File: src/rtl/write_back.sv
// Write-back stage of the Beta pipeline: latches PC/IR/Y from the memory
// stage, selects the RF write data and owns the 32x32 register file.
//
// Ports:
//   clk, rst                 clock, async active-high reset
//   stall_wb                 hold WB registers, suppress RF write
//   pc_wb_next/ir_wb_next/
//   y_wb_next                values entering WB
//   mem_rd                   load data for the instruction in WB
//   rf_ra1/rf_rd1,
//   rf_ra2/rf_rd2            combinational read ports (write-through)
//   wb_we/wb_rc/wb_wd        forwarding info for the instruction in WB
module write_back #(
  parameter logic [31:0] NOP_INST = 32'h83FF_F800,
  parameter int          XP_IDX   = 30
) (
  input  logic        clk,
  input  logic        rst,
  input  logic        stall_wb,
  input  logic [31:0] pc_wb_next,
  input  logic [31:0] ir_wb_next,
  input  logic [31:0] y_wb_next,
  input  logic [31:0] mem_rd,
  input  logic [4:0]  rf_ra1,
  output logic [31:0] rf_rd1,
  input  logic [4:0]  rf_ra2,
  output logic [31:0] rf_rd2,
  output logic        wb_we,
  output logic [4:0]  wb_rc,
  output logic [31:0] wb_wd
);

  localparam logic [5:0] OP_LD  = 6'h18;
  localparam logic [5:0] OP_LDR = 6'h1F;
  localparam logic [5:0] OP_JMP = 6'h1B;
  localparam logic [5:0] OP_BEQ = 6'h1C;
  localparam logic [5:0] OP_BNE = 6'h1D;
  localparam logic [4:0] R31    = 5'd31;
  localparam logic [4:0] XP     = 5'(XP_IDX);

  logic [31:0] pc_q, pc_d;
  logic [31:0] ir_q, ir_d;
  logic [31:0] y_q, y_d;
  logic [31:0] rf_q [32];

  logic [5:0]  op;
  logic [4:0]  rc;
  logic        is_ld, is_br, is_alu;
  logic        wr_cls;
  logic [31:0] wd;
  logic        unused_ir;

  // Pipeline registers hold while stalled
  always_comb begin
    pc_d = pc_q;
    ir_d = ir_q;
    y_d  = y_q;
    if (!stall_wb) begin
      pc_d = pc_wb_next;
      ir_d = ir_wb_next;
      y_d  = y_wb_next;
    end
  end

  always_ff @(posedge clk or posedge rst) begin
    if (rst) begin
      pc_q <= '0;
      ir_q <= NOP_INST;
      y_q  <= '0;
    end else begin
      pc_q <= pc_d;
      ir_q <= ir_d;
      y_q  <= y_d;
    end
  end

  assign op        = ir_q[31:26];
  assign rc        = ir_q[25:21];
  assign unused_ir = ^ir_q[20:0];

  assign is_ld  = (op == OP_LD) || (op == OP_LDR);
  assign is_br  = (op == OP_JMP) || (op == OP_BEQ) ||
                  (op == OP_BNE);
  assign is_alu = op[5];

  always_comb begin
    wr_cls = 1'b0;
    wd     = y_q;
    unique case (1'b1)
      is_ld: begin
        wr_cls = 1'b1;
        wd     = mem_rd;
      end
      is_br: begin
        wr_cls = 1'b1;
        wd     = pc_q;
      end
      is_alu: begin
        wr_cls = 1'b1;
        wd     = y_q;
      end
      default: ;
    endcase
  end

  assign wb_we = wr_cls & (rc != R31) & ~stall_wb & ~rst;
  assign wb_rc = rst ? R31 : rc;
  assign wb_wd = rst ? pc_q : wd;

  // Entry 31 is never written, so it stays zero after reset
  always_ff @(posedge clk or posedge rst) begin
    if (rst) begin
      for (int i = 0; i < 32; i++) rf_q[i] <= '0;
    end else if (wb_we) begin
      rf_q[wb_rc] <= wb_wd;
    end
  end

  // Write-through: a read of the register being written sees new data
  assign rf_rd1 = (rf_ra1 == R31) ? '0 :
                  (wb_we && rf_ra1 == wb_rc) ? wb_wd :
                  rf_q[rf_ra1];
  assign rf_rd2 = (rf_ra2 == R31) ? '0 :
                  (wb_we && rf_ra2 == wb_rc) ? wb_wd :
                  rf_q[rf_ra2];

  // Exception branch is an ordinary BNE writing PC+4 into XP
  always_comb begin
    if (wb_we && op == OP_BNE && rc == XP)
      assert (wb_wd == pc_q);
  end

endmodule

File: config.mk
export PLATFORM = sky130hd
export DESIGN_NAME = write_back
export DESIGN_NICKNAME = d
export VERILOG_FILES = /design/src/rtl/write_back.sv
export SDC_FILE = /design/constraint.sdc
export NUM_CORES = 2
export LEC_CHECK = 0
export ABC_CLOCK_PERIOD_IN_PS = 43000
export CAP_MARGIN = 20
export CORE_ASPECT_RATIO = 1.4
export CORE_MARGIN = 5
export CORE_UTILIZATION = 45
export DETAILED_ROUTE_END_ITERATION = 6
export MAX_ROUTING_LAYER = met4
export REMOVE_ABC_BUFFERS = 1
export SYNTH_ARGS = -nofsm -noshare
export SYNTH_HDL_FRONTEND = slang
export SYNTH_SLANG_ARGS = --single-unit
File: constraint.sdc
create_clock -name clk -period 43 [get_ports clk]
set_input_delay 8.6 -clock clk [delete_from_list [all_inputs] [get_ports clk]]
set_output_delay 8.6 -clock clk [all_outputs]
set_load 0.01 [all_outputs]
==> results.toml <==
[global_routing]
antenna_found_initial = 1
grt_max_degree = 144
grt_overflow = 0
grt_pass1_vias = 41400
grt_usage = 0.304
grt_pass1_wl_microns = 287000

[timing]
drv_slew = 0
fmax_mhz = 44.6
hold_viol = 0
setup_violations = 0
period_needed_ns = 22.40
period_share = 0.521
tightest_slew_ns = 1.17
slew-limit-headroom = 0.217
skew_ns = 0.0292
whs_ns = 0.391
rsz0062_at_grt = "no"
setup_tns_ns = 0

[cells_and_area]
fin_cells = 6154
drive_gt1_frac = 0.303
synthToLayoutAreaGrowth_pct = 12.3
stdcell_area_sq_um = 63500
nFillCells = 10900
layout.nets = 4566

[logic_synthesis]
ys_seq_area_frac = 0.487
syn_inst = 4463
synth_async_sr_flop_share = 1.00
ys_ff_latch = 1099
synth_area_sq_um = 56500
synth_edf_count = 0
synth_cell_types = 56
synth.avg_cell_area_sq_um = 12.7
synth_warnings = 0
synth-main-ff-cell = "dfrtp_1"

[detailed_routing]
detail-route-antenna-nets = 0
num_vias = 40100
drc_errors = 2
avgViaCountPerCell = 6.52
dr.pass1.iters = 7
drt_first_iter_violations = 4095
totalWireLength_microns = 197000
wl_per_cell_microns = 32.0

[floorplanning]
start_util = 0.451
io_pins = 243
die_area_sq_um = 133000
coreArea_sq_um = 125000
die_h_microns = 429
fp.dieW_microns = 310
std_cell_rows = 154

[pwr]
p_per_area_nw_per_um2 = 45.4
fin_total_pwr_w = 0.00288
power.leakage_nw = 27.5
vdd_ir_drop_max_v = 0.0000384

[setup_path]
crit_chain = "buf_8, buf_4, buf_4, buf_4, mux4_2, o22ai_1, nor4_1, a22o_1, clkdlybuf4s50_1"
cpPeakStageDelay_ns = 0.95
rr_endpoint = "rf_q[463]$_DFFE_PP0P_"
start_kind = "primary input"
crit_slowest_cell = "nor4_1"
required_ns = 34.40
critPathKind = "primary input to output pin"
arrival_ns = 13.80
crit_fanout = 50
ff2ff_setup_slack_ns = 39.21
reg2reg_from = "ir_q[26]$_DFFE_PP0N_"
endpoint_kind = "output pin"
crit_top_cell = "buf_4"
worstRegToRegCells = 6

[min_path]
hold_end = "rf_q[3]$_DFFE_PP0P_"
hp-start = "rf_q[3]$_DFFE_PP0P_"
hold_path_class = "flop to flop"
holdPathStages = 0

[clocking]
insertion_delay_ns = 0.74
cts_sinks = 1099
cts_tree = "yes"
clk_path_buf_depth = 3
holdBufCountCts = 0
cts_buffers = 111
cts_resized = 0
htreeDepth = 3
cts-root-buf = "clkbuf_16"
cts_setup_buffers = 0
cts.reportedPaths.clkPinSlew_ns = 0.06

[status]
violations = "DRC"
outcome = "finished, violations left"

[placed_design]
gp_congestion = 0.824
portBuffers = 221
dp_hpwl_microns = 109000
dp_cells = 5949
place_area_sq_um = 59800

[job]
drv_cap = 0
==> stage by stage <==
step                 util  worst slack, ns
floorplan               -           -0.885
global placement    0.476            20.49
detailed placement  0.476            20.61
CTS                 0.506            20.58
global route        0.506            20.25
finish              0.506            20.60
==> synth_stat cells (all sizes together), types with 2 or more instances <==
cell type  count  area, sq um
a21oi        515         2580
o31ai          2         15.0
nor4          47          526
xor2           5         43.8
nand3         18         95.1
nand3b         2         15.0
o21ai        101          505
a21o           2         15.0
nor2b          9         56.3
buf          285         1510
mux2i         33          330
o22ai        280         1750
o211ai         2         15.0
or4           33          248
nand4         11         75.1
o311a         32          320
a22oi          8         60.1
dfstp          6          158
mux4         496        11200
or3           10         62.6
a211oi         2         20.0
nor2         500         1880
or2            9         56.3
a22o          32          280
a31oi          5         31.3
a21boi        32          240
nor3           2         10.0
dfrtp       1093        27400
nand2        120          450
nand2b         5         31.3
inv           39          146
or4b           2         20.0
mux2         491         5530
clkbuf       226          855
==> cells by family (layout without fill, tap and decap cells) <==
kind of cell / count (synthesis) / after routing / share of synthesized area
AO/OA/AOI/OAI: 1016 / 1016 / 0.104
buffers and inverters: 550 / 601 / 0.0443
flip-flops: 1099 / 1099 / 0.487
AND/OR/NAND/NOR: 772 / 772 / 0.0629
other: 0 / 2 / 0
multiplexers: 1020 / 1020 / 0.301
XOR/XNOR: 6 / 6 / 0.000930
==> critical path: cells and delay by family <==
kind / cells / cell delay, ns
compound gates: 2 / 0.35
simple gates: 1 / 0.95
buf+inv: 5 / 3.36
mux: 1 / 0.37
==> worst max-delay path by stage <==
| stage | from | endpoint | cells after the start |
|---|---|---|---|
| finish | rf_ra2[0] | rf_rd2[2] | 9 |
| global route | rf_ra2[0] | rf_rd2[2] | 9 |
| CTS | rf_ra2[0] | rf_rd2[2] | 9 |
| detailed placement | rf_ra2[0] | rf_rd2[6] | 9 |
| global placement | rf_ra2[0] | rf_rd2[2] | 9 |
| floorplan | rst | rf_rd2[31] | 6 |
==> area by class of cell <==
type                    instances  area, sq um  area share
flip-flops and latches       1099        27500       0.433
multi-input cells            2814        26700       0.420
repair buffers                360         3390      0.0534
clock buffers                 165         3270      0.0515
well taps                    1638         2050      0.0323
clock inverters                37          409     0.00644
inverters                      39          154     0.00242
diodes                          2         5.00   0.0000788
==> registers in the layout (all words and copies together), names as in the netlist <==
name / flops
rf_q: 1024
pc_q: 32
ir_q: 11
y_q: 32
==> report_power, final <==
group | total (W) | leakage [nW] | internal (W) | switching (W)
clock | 0.000993 | 1.82 | 0.000562 | 0.000431
sequential | 0.00131 | 14.6 | 0.00120 | 0.000116
combinational | 0.000577 | 11.1 | 0.000302 | 0.000275
total | 0.00288 | 27.5 | 0.00206 | 0.000823
==> cell usage in the layout (no fill, tap or decap), types with 7 or more instances in the layout <==
master	n
a21boi_1	26
a21oi_1	515
a22o_1	32
a22oi_1	8
buf_12	7
buf_4	130
clkbuf_1	26
clkbuf_16	112
clkbuf_8	27
clkdlybuf4s50_1	216
clkinv_2	20
dfrtp_1	1093
inv_1	20
inv_2	18
mux2_1	30
mux2_2	461
mux2i_1	33
mux4_2	496
nand2_1	114
nand3_1	15
nand4_1	10
nor2_1	492
nor2_4	8
nor2b_1	8
nor4_1	31
nor4_4	16
o21ai_0	100
o22ai_1	280
o311a_1	32
or2_2	7
or4_1	32
==> routing by layer <==
layer  GRT usage  vias up  part of all wire
met5           -        -                 0
met4       0.138        0             0.052
met3      0.0392      514             0.069
met2       0.497     1785              0.50
met1       0.380    21100              0.38
li1            -    16700                 -
(Power assumes the default switching activity.)
